$ cat config.mk
export PLATFORM = sky130hd
export DESIGN_NAME = immediate_encoder_flat
export DESIGN_NICKNAME = d
export VERILOG_FILES = /design/src/rtl/immediate_encoder_if.sv /design/src/rtl/immediate_encoder.sv /design/src/flat_wrapper.sv
export SDC_FILE = /design/constraint.sdc
export NUM_CORES = 1
export LEC_CHECK = 0
export ABC_CLOCK_PERIOD_IN_PS = 2150
export BUFFER_PORTS_ARGS = -buffer_cell sky130_fd_sc_hd__clkbuf_2
export CAP_MARGIN = 0
export CORE_ASPECT_RATIO = 1.4
export CORE_MARGIN = 2
export CORE_UTILIZATION = 53
export CTS_BUF_LIST = sky130_fd_sc_hd__clkbuf_4 sky130_fd_sc_hd__clkbuf_8 sky130_fd_sc_hd__clkbuf_16
export DETAILED_ROUTE_END_ITERATION = 12
export GPL_ROUTABILITY_DRIVEN = 0
export PLACE_DENSITY = 0.83
export SLEW_MARGIN = 0
export SYNTH_ARGS = -nofsm -noshare
export SYNTH_HDL_FRONTEND = slang
export SYNTH_SLANG_ARGS = --single-unit
$ cat constraint.sdc
create_clock -name clk -period 2.15 [get_ports clk]
set_input_delay 0.1075 -clock clk [delete_from_list [all_inputs] [get_ports clk]]
set_output_delay 0.1075 -clock clk [all_outputs]
set_load 0.02 [all_outputs]
$ cat src/rtl/immediate_encoder_if.sv
// Handshake bundle for the immediate encoder: input stream, output stream
// and the error counter.
interface immediate_encoder_if;
  logic        in_valid;
  logic        in_ready;
  logic [31:0] imm_in;
  logic [2:0]  imm_src;
  logic        out_valid;
  logic        out_ready;
  logic [24:0] imm_field;
  logic        imm_err;
  logic [7:0]  err_count;

  modport master (
    output in_valid, imm_in, imm_src, out_ready,
    input  in_ready, out_valid, imm_field, imm_err, err_count
  );

  modport slave (
    input  in_valid, imm_in, imm_src, out_ready,
    output in_ready, out_valid, imm_field, imm_err, err_count
  );
endinterface

$ cat src/rtl/immediate_encoder.sv
// Packs an immediate into RISC-V instruction bits 31:7 for the I/S/B/U/J
// and shamt formats, with a representability flag. Two-stage pipeline.
module immediate_encoder (
  input  logic                  clk,
  input  logic                  rst,
  immediate_encoder_if.slave    bus
);

  logic        r_s1_valid;
  logic [31:0] r_s1_imm;
  logic [2:0]  r_s1_src;
  logic        r_s2_valid;
  logic [24:0] r_s2_field;
  logic        r_s2_err;
  logic [7:0]  r_err_cnt;

  logic        w_s2_load;
  logic        w_in_ready;
  logic        w_out_hs;
  logic [24:0] w_field;
  logic        w_err;
  logic        w_sx11;
  logic        w_sx12;
  logic        w_sx20;

  assign w_s2_load  = !r_s2_valid || bus.out_ready;
  assign w_in_ready = !r_s1_valid || w_s2_load;
  assign w_out_hs   = r_s2_valid && bus.out_ready;

  // Upper bits all equal means the value fits as a sign-extended field.
  assign w_sx11 = (&r_s1_imm[31:11]) || !(|r_s1_imm[31:11]);
  assign w_sx12 = (&r_s1_imm[31:12]) || !(|r_s1_imm[31:12]);
  assign w_sx20 = (&r_s1_imm[31:20]) || !(|r_s1_imm[31:20]);

  always_comb begin
    w_field = '0;
    w_err   = 1'b0;
    unique case (r_s1_src)
      3'b000: begin
        w_field[24:13] = r_s1_imm[11:0];
        w_err          = !w_sx11;
      end
      3'b001: begin
        w_field[24:18] = r_s1_imm[11:5];
        w_field[4:0]   = r_s1_imm[4:0];
        w_err          = !w_sx11;
      end
      3'b010: begin
        w_field[24]    = r_s1_imm[12];
        w_field[23:18] = r_s1_imm[10:5];
        w_field[4:1]   = r_s1_imm[4:1];
        w_field[0]     = r_s1_imm[11];
        w_err          = !w_sx12 || r_s1_imm[0];
      end
      3'b011: begin
        w_field[24:5] = r_s1_imm[31:12];
        w_err         = |r_s1_imm[11:0];
      end
      3'b100: begin
        w_field[24]    = r_s1_imm[20];
        w_field[23:14] = r_s1_imm[10:1];
        w_field[13]    = r_s1_imm[11];
        w_field[12:5]  = r_s1_imm[19:12];
        w_err          = !w_sx20 || r_s1_imm[0];
      end
      3'b101: begin
        w_field[17:13] = r_s1_imm[4:0];
        w_err          = |r_s1_imm[31:5];
      end
      default: begin
        w_field = '0;
        w_err   = 1'b1;
      end
    endcase
  end

  always_ff @(posedge clk or posedge rst) begin
    if (rst) begin
      r_s1_valid <= 1'b0;
      r_s1_imm   <= '0;
      r_s1_src   <= '0;
    end else if (w_in_ready) begin
      r_s1_valid <= bus.in_valid;
      if (bus.in_valid) begin
        r_s1_imm <= bus.imm_in;
        r_s1_src <= bus.imm_src;
      end
    end
  end

  always_ff @(posedge clk or posedge rst) begin
    if (rst) begin
      r_s2_valid <= 1'b0;
      r_s2_field <= '0;
      r_s2_err   <= 1'b0;
    end else if (w_s2_load) begin
      r_s2_valid <= r_s1_valid;
      if (r_s1_valid) begin
        r_s2_field <= w_field;
        r_s2_err   <= w_err;
      end
    end
  end

  always_ff @(posedge clk or posedge rst) begin
    if (rst) begin
      r_err_cnt <= '0;
    end else if (w_out_hs && r_s2_err && (r_err_cnt != 8'hFF)) begin
      r_err_cnt <= r_err_cnt + 8'd1;
    end
  end

  assign bus.in_ready  = w_in_ready;
  assign bus.out_valid = r_s2_valid;
  assign bus.imm_field = r_s2_field;
  assign bus.imm_err   = r_s2_err;
  assign bus.err_count = r_err_cnt;

endmodule

$ cat src/flat_wrapper.sv
// flat-port wrapper written by rule: the top's interface ports become plain ports
module immediate_encoder_flat 
  (clk, rst, bus_in_valid, bus_imm_in, bus_imm_src, bus_out_ready, bus_in_ready, bus_out_valid, bus_imm_field, bus_imm_err, bus_err_count);
  immediate_encoder_if bus_i ();
  input  logic clk;
  input  logic rst;
  input wire logic [$bits(bus_i.in_valid)-1:0] bus_in_valid;
  input wire logic [$bits(bus_i.imm_in)-1:0] bus_imm_in;
  input wire logic [$bits(bus_i.imm_src)-1:0] bus_imm_src;
  input wire logic [$bits(bus_i.out_ready)-1:0] bus_out_ready;
  output wire logic [$bits(bus_i.in_ready)-1:0] bus_in_ready;
  output wire logic [$bits(bus_i.out_valid)-1:0] bus_out_valid;
  output wire logic [$bits(bus_i.imm_field)-1:0] bus_imm_field;
  output wire logic [$bits(bus_i.imm_err)-1:0] bus_imm_err;
  output wire logic [$bits(bus_i.err_count)-1:0] bus_err_count;
  assign bus_i.in_valid = bus_in_valid;
  assign bus_i.imm_in = bus_imm_in;
  assign bus_i.imm_src = bus_imm_src;
  assign bus_i.out_ready = bus_out_ready;
  assign bus_in_ready = bus_i.in_ready;
  assign bus_out_valid = bus_i.out_valid;
  assign bus_imm_field = bus_i.imm_field;
  assign bus_imm_err = bus_i.imm_err;
  assign bus_err_count = bus_i.err_count;
  immediate_encoder u_core (.clk(clk), .rst(rst), .bus(bus_i));
endmodule
==> impl_metrics.py <==
metrics = {
    "clocking": {
        "htreeDepth": 3,
        "holdBufCountCts": 28,
        "clockRootBuffer": "clkbuf_8",
        "cts_resized": 0,
        "cts_buffers": 9,
        "cts_setup_buffers": 0,
        "clock_sinks": 71,
        "clockBufferDepth": 2,
        "clk_pin_slew_ns": 0.07,
        "clkLatencyLatePin_ns": 0.33,
        "cts_tree": "yes",
    },
    "yosys": {
        "synthFlopType": "dfrtp_1",
        "synth-seq-cells": 71,
        "yosysWarningCount": 0,
        "synth_cells": 259,
        "synth_area_um2": 3120,
        "yosysSeqAreaShare": 0.569,
        "synth_fp_nets": 299,
        "synthArstFlopShare": 1.00,
        "yosysUniqueCellTypes": 44,
        "syn_avg_cell_area_um2": 12.0,
        "synth_edf_count": 0,
    },
    "pwr": {
        "power_density_nw_per_um2": 925,
        "ir_worst_vdd_mv": 0.435,
        "p_leak_nw": 1.86,
    },
    "drt": {
        "initialDrtViolationCount": 172,
        "avgViaCountPerCell": 5.69,
        "post-route-drc-count": 0,
        "ant_nets": 0,
        "first_pass_iters": 4,
        "route.vias.total": 2500,
        "wire_per_inst_um": 15.9,
        "drt-total-wl_um": 6990,
    },
    "setup_path": {
        "crit_required_ns": 2.41,
        "cp-start-kind": "flip-flop",
        "worstSetupPathType": "flip-flop to flip-flop",
        "worst_setup_path_end_kind": "flip-flop",
        "cp_max_fo": 6,
        "crit_arrival_ns": 2.14,
    },
    "timing": {
        "hold_viol_final": 0,
        "maxSlewHeadroom": 0.451,
        "min_period_ns": 1.88,
        "grt_setup_unrepaired": "false",
        "fin_worst_skew_ns": 0.00640,
        "worst-slew-pin-transition_ns": 0.822,
        "setup_violations": 0,
        "fmax_mhz": 532,
        "post-route-period-util": 0.874,
        "tns_ns": 0,
        "final_max_slew_viol_count": 0,
        "setup_slack_ns": 0.272,
    },
    "cells_and_area": {
        "antenna_cells": 0,
        "final_cell_mix": "74 x clkbuf_2, 71 x dfrtp_1, 36 x mux2_2",
        "final_common_cell": "clkbuf_2",
        "fill_cells": 439,
        "layout.nets": 407,
        "drive_gt1_frac": 0.371,
        "area_delta_synth_final_pct": 27.9,
    },
    "floorplan": {
        "die_y_um": 94.8,
        "dieArea_um2": 6530,
        "ios": 75,
        "core_um2": 5780,
        "start_util": 0.540,
        "rows": 33,
        "die-width_um": 68.9,
    },
    "hold_path": {
        "hold_class": "primary input to flip-flop",
    },
    "global_route": {
        "grt_overflow": 0,
        "grt_use_total": 0.233,
        "grt_max_degree": 41,
        "grt_pass1_vias": 2444,
        "grt_pass1_wl_um": 11100,
        "grt_antenna_before_repair": 0,
    },
    "job": {
        "drv_cap": 0,
    },
    "run_status": {
        "status": "finished clean",
    },
    "placed_design": {
        "place_ws_ns": 0.296,
        "port_buffers": 74,
        "dpl.hpwl_um": 4940,
    },
}
-- Yosys cell counts, types with 3 or more instances --
cell type  count  area share
mux2_2        36        0.13
o21ai_0        8       0.013
nor3_1         4      0.0064
nand2_1       27       0.032
clkbuf_1       6      0.0072
nand4_1        6       0.012
nor2b_1        3      0.0060
nand3_1        3      0.0048
a22o_1         8       0.022
a32oi_1        4       0.011
xnor2_1        5       0.014
buf_2          5      0.0080
a31oi_1        5       0.010
nand2b_1       3      0.0060
a221oi_1       6       0.017
nor2_1        21       0.025
dfrtp_1       71        0.57
nor4_1         4      0.0080
-- critical path: stages (launching register included) --
cell and delay [ns]:
dfrtp_1 0.41, ha_1 0.25, and2_1 0.17, a31oi_2 0.33
and3_1 0.25, and4_1 0.23, xor2_1 0.15
-- layout make-up --
type                            instances  area [um^2]  share of cell area
Sequential cell                        71         1780               0.445
Inverter                                1         3.75            0.000940
Clock buffer                           11          145              0.0364
Tap cell                               70         87.6              0.0219
Timing Repair Buffer                  110          713               0.179
Multi-Input combinational cell        174         1260               0.315
Clock inverter                          2         10.0             0.00251
-- worst paths after layout --
kind                                                            from                                    to  slack, ns  depth (start not counted)
worst max register to register   u_core.bus.err_count[0]$_DFFE_PP0P_   u_core.bus.err_count[5]$_DFFE_PP0P_       0.27                          6
max in group asynchronous                                        rst       u_core.r_s1_imm[21]$_DFFE_PP0P_       1.00                          4
worst max-delay path             u_core.bus.err_count[0]$_DFFE_PP0P_   u_core.bus.err_count[5]$_DFFE_PP0P_       0.27                          6
worst min register to register  u_core.bus.imm_field[17]$_DFFE_PP0P_  u_core.bus.imm_field[17]$_DFFE_PP0P_       0.47                          2
worst min-delay path                                  bus_imm_in[29]       u_core.r_s1_imm[29]$_DFFE_PP0P_       0.01                          2
min in group asynchronous                                        rst   u_core.bus.err_count[2]$_DFFE_PP0P_       0.47                          3
-- flip-flops by register name, indices dropped and copies added (netlist names) --
name and flops:
u_core.bus.imm_field 25, u_core.r_s1_imm 32, u_core.bus.imm_err 1, u_core.bus.out_valid 1, u_core.r_s1_src 3, u_core.bus.err_count 8, u_core.r_s1_valid 1
-- per-stage QoR --
stage	hold WS, ns	power [mW]	instance area, um^2	utilization	instances
2_1_floorplan	0.216	2.47	3120	-	259
3_3_place_gp	0.296	2.76	3550	0.614	397
3_5_place_dp	0.306	2.80	3550	0.614	397
4_1_cts	0.000359	3.72	3980	0.689	438
5_1_grt	0.00231	3.90	3990	0.691	439
6_report	0.0137	3.69	3990	0.691	439
-- routing by layer --
layer  global-route usage  vias to the layer above  wire [um]
met5                    0                        -          0
met2                0.381                       89       3690
met1                0.279                     1243       2850
li1                     -                     1159          -
met3               0.0679                        9        329
met4                0.106                        0        119
-- power by group --
group | internal, mW | switching (mW)
logic | 0.427 | 0.522
registers | 1.59 | 0.275
clock network | 0.440 | 0.439
total | 2.46 | 1.24
-- kinds of logic (layout without fill, tap and decap cells) --
group           count (synthesis)  count (layout)  synth area share
flops                          71              71             0.569
fa+ha+maj                       1               1           0.00401
xor+xnor                        7               7            0.0196
simple gates                   87              87             0.144
mux                            38              38             0.136
buf+inv                        14             124            0.0281
compound gates                 41              41            0.0982
(Power assumes the default switching activity.)
